<file path="src/rtl/text_ram_arbiter.sv">
// text_ram_arbiter: shares one character-RAM port between display reads, a clear sweep and buffered keyboard writes.
// Define TEXT_RAM_ARB_STARVE_GUARD_EN to let a starved write preempt reads after STARVE_MAX cycles.
module text_ram_arbiter #(
    parameter int ADDR_W     = 10,
    parameter int DATA_W     = 10,
    parameter int DEPTH      = 1024,
    parameter int BLANK_CODE = 0,
    parameter int STARVE_MAX = 15
) (
    input  logic              clk,
    input  logic              rst,
    input  logic              rd_req,
    input  logic [ADDR_W-1:0] rd_addr,
    output logic              rd_valid,
    output logic [DATA_W-1:0] rd_data,
    input  logic              wr_req,
    input  logic [ADDR_W-1:0] wr_addr,
    input  logic [DATA_W-1:0] wr_data,
    output logic              wr_ready,
    input  logic              clr_req,
    output logic              clr_busy,
    output logic              clr_done,
    output logic [ADDR_W-1:0] ram_addr,
    output logic              ram_we,
    output logic [DATA_W-1:0] ram_wdata,
    input  logic [DATA_W-1:0] ram_rdata
);
    typedef enum logic {IDLE, CLEAR} state_t;
    state_t            state_q, state_d;
    logic              buf_v_q, buf_v_d;
    logic [ADDR_W-1:0] buf_addr_q, buf_addr_d;
    logic [DATA_W-1:0] buf_data_q, buf_data_d;
    logic [ADDR_W-1:0] sweep_q, sweep_d;
    logic              rd_valid_q, clr_done_q, clr_done_d;
    logic              wr_force, rd_go, clr_go, wr_go, last;
`ifdef TEXT_RAM_ARB_STARVE_GUARD_EN
    logic [7:0] starve_q, starve_d;
    assign wr_force = buf_v_q && (starve_q >= 8'(STARVE_MAX));
    assign starve_d = (!buf_v_q || wr_go) ? 8'd0 : rd_go ? starve_q + 8'd1 : starve_q;
    always_ff @(posedge clk)
        starve_q <= rst ? 8'd0 : starve_d;
`else
    assign wr_force = 1'b0;
`endif
    // Grants are masked by rst so every RAM-side output is quiet while reset is held.
    assign rd_go     = !rst && rd_req && !wr_force;
    assign clr_go    = !rst && state_q == CLEAR && !rd_go;
    assign wr_go     = !rst && state_q == IDLE && buf_v_q && !rd_go;
    assign last      = sweep_q == ADDR_W'(DEPTH - 1);
    assign ram_addr  = rd_go ? rd_addr : clr_go ? sweep_q : wr_go ? buf_addr_q : '0;
    assign ram_we    = clr_go || wr_go;
    assign ram_wdata = clr_go ? DATA_W'(BLANK_CODE) : wr_go ? buf_data_q : '0;
    assign rd_valid  = rd_valid_q && !rst;
    assign rd_data   = rd_valid ? ram_rdata : '0;
    assign wr_ready  = !rst && !buf_v_q && state_q == IDLE;
    assign clr_busy  = !rst && state_q == CLEAR;
    assign clr_done  = clr_done_q && !rst;
    always_comb begin
        state_d    = state_q;
        sweep_d    = sweep_q;
        clr_done_d = 1'b0;
        buf_v_d    = buf_v_q && !wr_go;
        buf_addr_d = buf_addr_q;
        buf_data_d = buf_data_q;
        if (wr_req && wr_ready) begin
            buf_v_d    = 1'b1;
            buf_addr_d = wr_addr;
            buf_data_d = wr_data;
        end
        if (state_q == IDLE && clr_req) begin
            state_d = CLEAR;
            buf_v_d = 1'b0;
        end
        if (clr_go) begin
            sweep_d    = last ? '0 : sweep_q + 1'b1;
            state_d    = last ? IDLE : state_q;
            clr_done_d = last;
        end
    end
    always_ff @(posedge clk) begin
        if (rst) begin
            state_q    <= IDLE;
            buf_v_q    <= 1'b0;
            buf_addr_q <= '0;
            buf_data_q <= '0;
            sweep_q    <= '0;
            rd_valid_q <= 1'b0;
            clr_done_q <= 1'b0;
        end else begin
            state_q    <= state_d;
            buf_v_q    <= buf_v_d;
            buf_addr_q <= buf_addr_d;
            buf_data_q <= buf_data_d;
            sweep_q    <= sweep_d;
            rd_valid_q <= rd_go;
            clr_done_q <= clr_done_d;
        end
    end
endmodule

</file>
<file path="config.mk">
export PLATFORM = sky130hd
export DESIGN_NAME = text_ram_arbiter
export DESIGN_NICKNAME = d
export VERILOG_FILES = /design/src/rtl/text_ram_arbiter.sv
export SDC_FILE = /design/constraint.sdc
export NUM_CORES = 1
export LEC_CHECK = 0
export CAP_MARGIN = 30
export CORE_MARGIN = 2
export CORE_UTILIZATION = 41
export DETAILED_ROUTE_END_ITERATION = 10
export HOLD_SLACK_MARGIN = 0.08
export PLACE_DENSITY = 0.8
export SLEW_MARGIN = 15
export SYNTH_ARGS = -nofsm -noshare
export SYNTH_HDL_FRONTEND = slang
export SYNTH_SLANG_ARGS = --single-unit
</file>
<file path="constraint.sdc">
create_clock -name clk -period 2.2 [get_ports clk]
set_clock_uncertainty 0.1 [all_clocks]
set_input_delay 0.55 -clock clk [delete_from_list [all_inputs] [get_ports clk]]
set_output_delay 0.55 -clock clk [all_outputs]
set_load 0.01 [all_outputs]
</file>
==> results.sh, run 1 <==
export IMPL_worst_hold_path_type="reg2reg"
export IMPL_drt_wirelength_per_cell_um=13.5
export IMPL_detailroute_wirelength_met2_um=2530
export IMPL_synth_area_per_cell_sq_um=7.55
export IMPL_grt_setup_unrepaired="yes"
export IMPL_synth_seq_cells=34
export IMPL_io_pins=80
export IMPL_dieHeight_um=69.1
export IMPL_synthesis_area_sq_mm=0.00174
export IMPL_layout_min_cycle_time_ps=2240
export IMPL_cts_root_buffer_cell="sky130_fd_sc_hd__clkbuf_8"
export IMPL_detail_route_vias_per_cell=5.03
export IMPL_grt_max_degree=19
export IMPL_vias=1945
export IMPL_timing_final_crit_share_pct=102
export IMPL_internal_power_w=0.00127
export IMPL_worst_setup_path_end_kind="primary output"
export IMPL_clock_fmax_mhz=446
export IMPL_p_sw_share_pct=21.5
export IMPL_grt_first_pass_wirelength_um=8490
export IMPL_drt_pass1_iterations=4
export IMPL_post_route_drc_count=0
export IMPL_cts_root_to_sink_buffers=2
export IMPL_m1WireLength_um=2280
export IMPL_row_count=23
export IMPL_setup_violations=3
export IMPL_cts_tree="yes"
export IMPL_floorplan_die_width_um=69.1
export IMPL_post_route_worst_setup_slack_ps=-41.3
export IMPL_number_of_design_rule_violations_left_by_the_first_detailed_router_iteration=103
export IMPL_critical_path_class="in2out"
export IMPL_worst_r2r_setup_slack_ps=270
export IMPL_netlist_instances=230
export IMPL_regArea_sq_um=683
export IMPL_insertion_delay_ps=290
export IMPL_first_global_vias=1811
export IMPL_synth_distinct_cells=35
export IMPL_synth_warnings=0
export IMPL_syn_nets=276
export IMPL_total_leakage_power_nw=1.24
export IMPL_worstSetupStartpointType="input pin"
export IMPL_holdBufCountCts=0
export IMPL_final_area_sq_mm=0.00291
export IMPL_drt_total_wl_um=5220
export IMPL_violated_checks="setup timing"
export IMPL_comb_power_share_pct=15.5
export IMPL_overflow=0
export IMPL_finalWeightedCongestion=0.839
export IMPL_start_util_pct=43.1
export IMPL_antenna_cells=0
export IMPL_flow_area_growth_from_synthesis_pct=67.6
export IMPL_cap_violations=0
export IMPL_path_clk_slew_ps=70
export IMPL_placement_cell_area_sq_mm=0.00270
export IMPL_layout_common_cells="53 x sky130_fd_sc_hd__nand2_1, 42 x sky130_fd_sc_hd__clkdlybuf4s50_1, 32 x sky130_fd_sc_hd__a21oi_1, 32 x sky130_fd_sc_hd__dfxtp_1, 30 x sky130_fd_sc_hd__buf_4"
export IMPL_required_ps=1550
export IMPL_power_net_switching_w=0.000346
export IMPL_design_die_area_sq_mm=0.00477
export IMPL_placement_io_buffers=79
export IMPL_gr_usage_all_layers_pct=22.0
export IMPL_worst_slew_pin_tran_ps=322
export IMPL_report_final_hold_viol_count=0
export IMPL_critPathArrivalTime_ps=1590
export IMPL_multi_input_comb_area_sq_mm=0.00101
export IMPL_cts_made_buffers=5
export IMPL_dr_max_layer_used="met4"
export IMPL_hpwl_um=3620
export IMPL_clock_network_fraction_of_total_power_pct=44.2
export IMPL_hold_worst_slack_ps=354
export IMPL_timing_max_slew_rel_slack_pct=78.4
export IMPL_slew_violations=0
export IMPL_seq_area_frac_synth_pct=39.2
export IMPL_cts_sink_count=34
export IMPL_routed_wl_met3_um=342
export IMPL_outcome="complete, but fails checks"
export IMPL_grt_antenna_before_repair=0
export IMPL_core_sq_mm=0.00403
export IMPL_critical_path_max_fanout=3
export IMPL_layout_drive_gt1_share_pct=25.2
export IMPL_pwr_per_cell_area_mw_per_mm2=555
export IMPL_most_common_library_cell_in_the_layout_ignoring_fill_and_taps="sky130_fd_sc_hd__nand2_1"
export IMPL_num_nets_final=382
export IMPL_cts_htree_levels=2
export IMPL_power_share_sequential_pct=40.2
export IMPL_antenna_left=0
export IMPL_worst_ir_drop_vdd_uv=461
export IMPL_final_fill_count=327
## layer usage
metal,global-route usage [%],vias to the layer above
li1,-,980
met1,26.7,877
met2,37.4,82
met3,5.12,6
met4,8.50,0
met5,0,-
## synthesized netlist by cell type (all sizes together)
master,count,area (sq um)
inv,5,18.8
or4b,1,10.0
a2111o,1,11.3
or3,1,6.26
nor2,18,67.6
or4,1,7.51
nand3b,6,45.0
nor4,3,33.8
o21ai,3,15.0
dfxtp,34,681
and2,20,125
nand4,2,12.5
a21oi,35,175
ha,1,12.5
nor3,3,15.0
or2,1,6.26
xor2,2,17.5
xnor2,4,35.0
mux2i,1,10.0
o31ai,1,7.51
nor2b,3,18.8
a2bb2oi,1,8.76
buf,5,37.5
or3b,1,11.3
nor3b,2,20.0
nor4b,2,23.8
a222oi,3,30.0
clkbuf,11,41.3
nand3,4,20.0
nand2,53,199
nand2b,2,12.5
## cell type report
class,count,area share [%]
tap,50,2.15
clock buffer,6,2.84
sequential,34,23.5
multi-input combinational,175,34.7
clock inverter,2,2.07
inverter,5,0.645
timing repair buffer,115,34.1
## power by group through the flow
stage	Combinational [W]	Sequential, W	Clock, W
finish	0.000251	0.000649	0.000713
detailed placement	0.000249	0.000662	0
floorplan	0.0000979	0.000657	0
global route	0.000273	0.000652	0.000757
global placement	0.000246	0.000661	0
CTS	0.000246	0.000649	0.000728
## cell families (layout without fill, tap and decap cells)
group | Yosys count | count (layout) | share of synthesized area, %
compound gates | 44 | 44 | 14.3
xor+xnor | 6 | 6 | 3.03
fa+ha+maj | 1 | 1 | 0.721
buf+inv | 21 | 128 | 5.62
flops | 34 | 34 | 39.2
mux | 1 | 1 | 0.577
simple gates | 123 | 123 | 36.6
## path summary, 6_finish.rpt
kind | from | endpoint | cells past startpoint
setup / recovery | rst | ram_addr[6] | 7
hold / removal | buf_data_q[6] | buf_data_q[6] | 2
setup reg to reg | state_q | sweep_q[5] | 6
hold reg to reg | buf_data_q[6] | buf_data_q[6] | 2
## flip-flops by register name, summed over array words and instances (netlist names)
signal      cells
buf_addr_q     10
buf_data_q     10
sweep_q        10
buf_v_q         1
clr_done_q      1
rd_valid_q      1
state_q         1
## metrics by stage
step                power [W]  std cells  util [%]  setup TNS, ps  setup slack (ps)
finish                0.00161        387      72.2          -63.8             -41.3
global route          0.00168        387      72.2           -551              -137
CTS                   0.00162        387      71.7              0              1.11
detailed placement   0.000910        368      67.1         -33510              -824
global placement     0.000907        368      67.1         -31470              -748
floorplan            0.000755        230         -              0              21.2
## repair_timing
item | in CTS | in global routing
pin swaps | 7 | 4
cloned | 1 | 1
resized for setup | 104 | 29
endpoints found under the setup margin | 62 | 22
setup buffers | 10 | 1
## worst max-delay path, cell delays in order
cell and delay, ps:
sky130_fd_sc_hd__buf_6 110, sky130_fd_sc_hd__nor4b_4 320, sky130_fd_sc_hd__buf_4 190, sky130_fd_sc_hd__buf_6 100, sky130_fd_sc_hd__a21oi_1 70, sky130_fd_sc_hd__o21ai_1 110
sky130_fd_sc_hd__buf_2 140
(Power assumes the default switching activity.)
==> inputs of run 2 (changes only) <==
--- a/config.mk
+++ b/config.mk
@@ -5,7 +5,6 @@
 export SDC_FILE = /design/constraint.sdc
 export NUM_CORES = 1
 export LEC_CHECK = 0
-export CAP_MARGIN = 30
 export CORE_MARGIN = 2
 export CORE_UTILIZATION = 41
 export DETAILED_ROUTE_END_ITERATION = 10
@@ -15,3 +14,4 @@
 export SYNTH_ARGS = -nofsm -noshare
 export SYNTH_HDL_FRONTEND = slang
 export SYNTH_SLANG_ARGS = --single-unit
+export TNS_END_PERCENT = 50
==> results.sh, run 2 (synthesized netlist as in run 1, its figures left out) <==
export IMPL_flow_area_growth_from_synthesis_pct=66.3
export IMPL_cts_made_buffers=5
export IMPL_num_nets_final=382
export IMPL_grt_antenna_before_repair=0
export IMPL_violated_checks="setup timing"
export IMPL_cts_htree_levels=2
export IMPL_most_common_library_cell_in_the_layout_ignoring_fill_and_taps="sky130_fd_sc_hd__nand2_1"
export IMPL_finalWeightedCongestion=0.839
export IMPL_routed_wl_met3_um=370
export IMPL_cap_violations=0
export IMPL_dr_max_layer_used="met4"
export IMPL_placement_cell_area_sq_mm=0.00270
export IMPL_layoutNonFillerInstCount=387
export IMPL_pwr_per_cell_area_mw_per_mm2=559
export IMPL_overflow=0
export IMPL_layout_top_registers="buf_addr_q x10, buf_data_q x10, sweep_q x10"
export IMPL_number_of_design_rule_violations_left_by_the_first_detailed_router_iteration=88
export IMPL_critPathArrivalTime_ps=1570
export IMPL_post_route_drc_count=0
export IMPL_design_power_total_w=0.00161
export IMPL_gr_usage_all_layers_pct=22.0
export IMPL_comb_power_share_pct=15.5
export IMPL_start_util_pct=43.1
export IMPL_final_fill_count=328
export IMPL_drt_wirelength_per_cell_um=13.3
export IMPL_postLayoutCoreUtil_pct=71.6
export IMPL_io_pins=80
export IMPL_vias=1968
export IMPL_clock_network_fraction_of_total_power_pct=44.2
export IMPL_worst_slew_pin_tran_ps=323
export IMPL_detailroute_wirelength_met2_um=2460
export IMPL_critPathTopFamily="buffers and inverters"
export IMPL_dieHeight_um=69.1
export IMPL_timing_max_slew_rel_slack_pct=78.2
export IMPL_hpwl_um=3620
export IMPL_first_global_vias=1811
export IMPL_power_net_switching_w=0.000344
export IMPL_timing_final_crit_share_pct=101
export IMPL_drt_total_wl_um=5140
export IMPL_required_ps=1550
export IMPL_slowest_stage="sky130_fd_sc_hd__nor4b_4"
export IMPL_drt_pass1_iterations=5
export IMPL_worst_hold_path_type="reg2reg"
export IMPL_cts_sink_count=34
export IMPL_detail_route_vias_per_cell=5.09
export IMPL_worst_r2r_setup_slack_ps=270
export IMPL_report_final_hold_viol_count=0
export IMPL_floorplan_die_width_um=69.1
export IMPL_grt_max_degree=19
export IMPL_path_clk_slew_ps=70
export IMPL_p_sw_share_pct=21.4
export IMPL_core_sq_mm=0.00403
export IMPL_outcome="complete, but fails checks"
export IMPL_cts_root_to_sink_buffers=2
export IMPL_antenna_cells=0
export IMPL_critPathMaxStageDelay_ps=310
export IMPL_m1WireLength_um=2180
export IMPL_power_share_sequential_pct=40.3
export IMPL_setup_tns_ps=-33.5
export IMPL_grt_setup_unrepaired="yes"
export IMPL_antenna_left=0
export IMPL_critical_path_class="in2out"
export IMPL_worstPathCellList="buf_8 -> nor4b_4 -> buf_4 -> buf_6 -> a21oi_1 -> o21ai_1 -> buf_2"
export IMPL_path_buf_inv=4
export IMPL_post_route_worst_setup_slack_ps=-21.4
export IMPL_final_area_sq_mm=0.00289
export IMPL_placement_io_buffers=79
export IMPL_cts_root_buffer_cell="sky130_fd_sc_hd__clkbuf_8"
export IMPL_multi_input_comb_area_sq_um=1000
export IMPL_clock_fmax_mhz=450
export IMPL_regArea_sq_um=683
export IMPL_worst_ir_drop_vdd_uv=461
export IMPL_design_die_area_sq_mm=0.00477
export IMPL_dpl_cell_count=368
export IMPL_slew_violations=0
export IMPL_worst_setup_path_end_kind="primary output"
export IMPL_critical_path_max_fanout=3
export IMPL_grt_first_pass_wirelength_um=8490
export IMPL_worstSetupStartpointType="input pin"
export IMPL_layout_min_cycle_time_ps=2220
export IMPL_layout_common_cells="53 x sky130_fd_sc_hd__nand2_1, 42 x sky130_fd_sc_hd__clkdlybuf4s50_1, 32 x sky130_fd_sc_hd__a21oi_1, 32 x sky130_fd_sc_hd__dfxtp_1, 31 x sky130_fd_sc_hd__buf_4"
export IMPL_cts_tree="yes"
export IMPL_row_count=23
export IMPL_insertion_delay_ps=290
export IMPL_total_leakage_power_nw=1.24
export IMPL_internal_power_w=0.00127
export IMPL_setup_violations=4
export IMPL_layout_drive_gt1_share_pct=24.0
==> run 2: cell types whose count changed in the layout (fill, tap and decap cells not counted) <==
cell,previous run,this run
sky130_fd_sc_hd__and2_1,16,19
sky130_fd_sc_hd__and2_4,4,1
sky130_fd_sc_hd__buf_2,12,14
sky130_fd_sc_hd__buf_4,30,31
sky130_fd_sc_hd__buf_6,11,7
sky130_fd_sc_hd__buf_8,0,1
sky130_fd_sc_hd__nor2b_1,2,3
sky130_fd_sc_hd__nor2b_2,1,0
==> run 2: path summary, 6_finish.rpt <==
path,start,end,cells past startpoint
setup / recovery,rst,ram_addr[6],7
hold / removal,buf_data_q[7],buf_data_q[7],2
setup reg to reg,state_q,sweep_q[5],6
hold reg to reg,buf_data_q[7],buf_data_q[7],2
==> run 2: repair_timing <==
item	CTS	global route
gates resized for setup	104	21
hold buffers	0	0
gates cloned	1	0
hold endpoints to repair	0	0
pin swaps	7	2
setup endpoints to repair	62	22
setup buffers	10	1
==> run 2: tightest hold or removal path: stages, from the launching register on <==
cell and delay (ps):
sky130_fd_sc_hd__dfxtp_1 310, sky130_fd_sc_hd__nand2_1 50, sky130_fd_sc_hd__a21oi_1 50
==> run 2: routing by layer <==
layer | vias to the layer above | track usage (%)
li1 | 982 | -
met4 | 0 | 8.50
met3 | 9 | 5.12
met2 | 90 | 37.4
met1 | 887 | 26.7
met5 | - | 0
==> run 2: power groups by stage <==
stage,Combinational (W),Clock [W],Sequential [W]
final,0.000250,0.000713,0.000649
after global routing,0.000272,0.000755,0.000651
after CTS,0.000246,0.000728,0.000649
after detailed placement,0.000249,0,0.000662
after global placement,0.000246,0,0.000661
after floorplan,0.0000979,0,0.000657
==> run 2: area by class of cell <==
type | count | area share [%]
clock buffers | 6 | 2.86
clock inverters | 2 | 2.08
inverters | 5 | 0.650
multi-input cells | 175 | 34.6
flip-flops and latches | 34 | 23.7
well taps | 50 | 2.17
repair buffers | 115 | 33.9
==> run 2: per-stage QoR <==
step	worst slack, ps	hold slack, ps
floorplan	21.2	332
global placement	-748	338
detailed placement	-824	345
CTS	1.11	356
global route	-136	378
finish	-21.4	353
==> inputs of run 3 (changes only) <==
--- a/config.mk
+++ b/config.mk
@@ -7,6 +7,7 @@
 export LEC_CHECK = 0
 export CORE_MARGIN = 2
 export CORE_UTILIZATION = 41
+export CTS_CLUSTER_DIAMETER = 30
 export DETAILED_ROUTE_END_ITERATION = 10
 export HOLD_SLACK_MARGIN = 0.08
 export PLACE_DENSITY = 0.8
==> results of run 3 <==
Same layout as run 2: the final DEF is identical, and so are final timing and power.
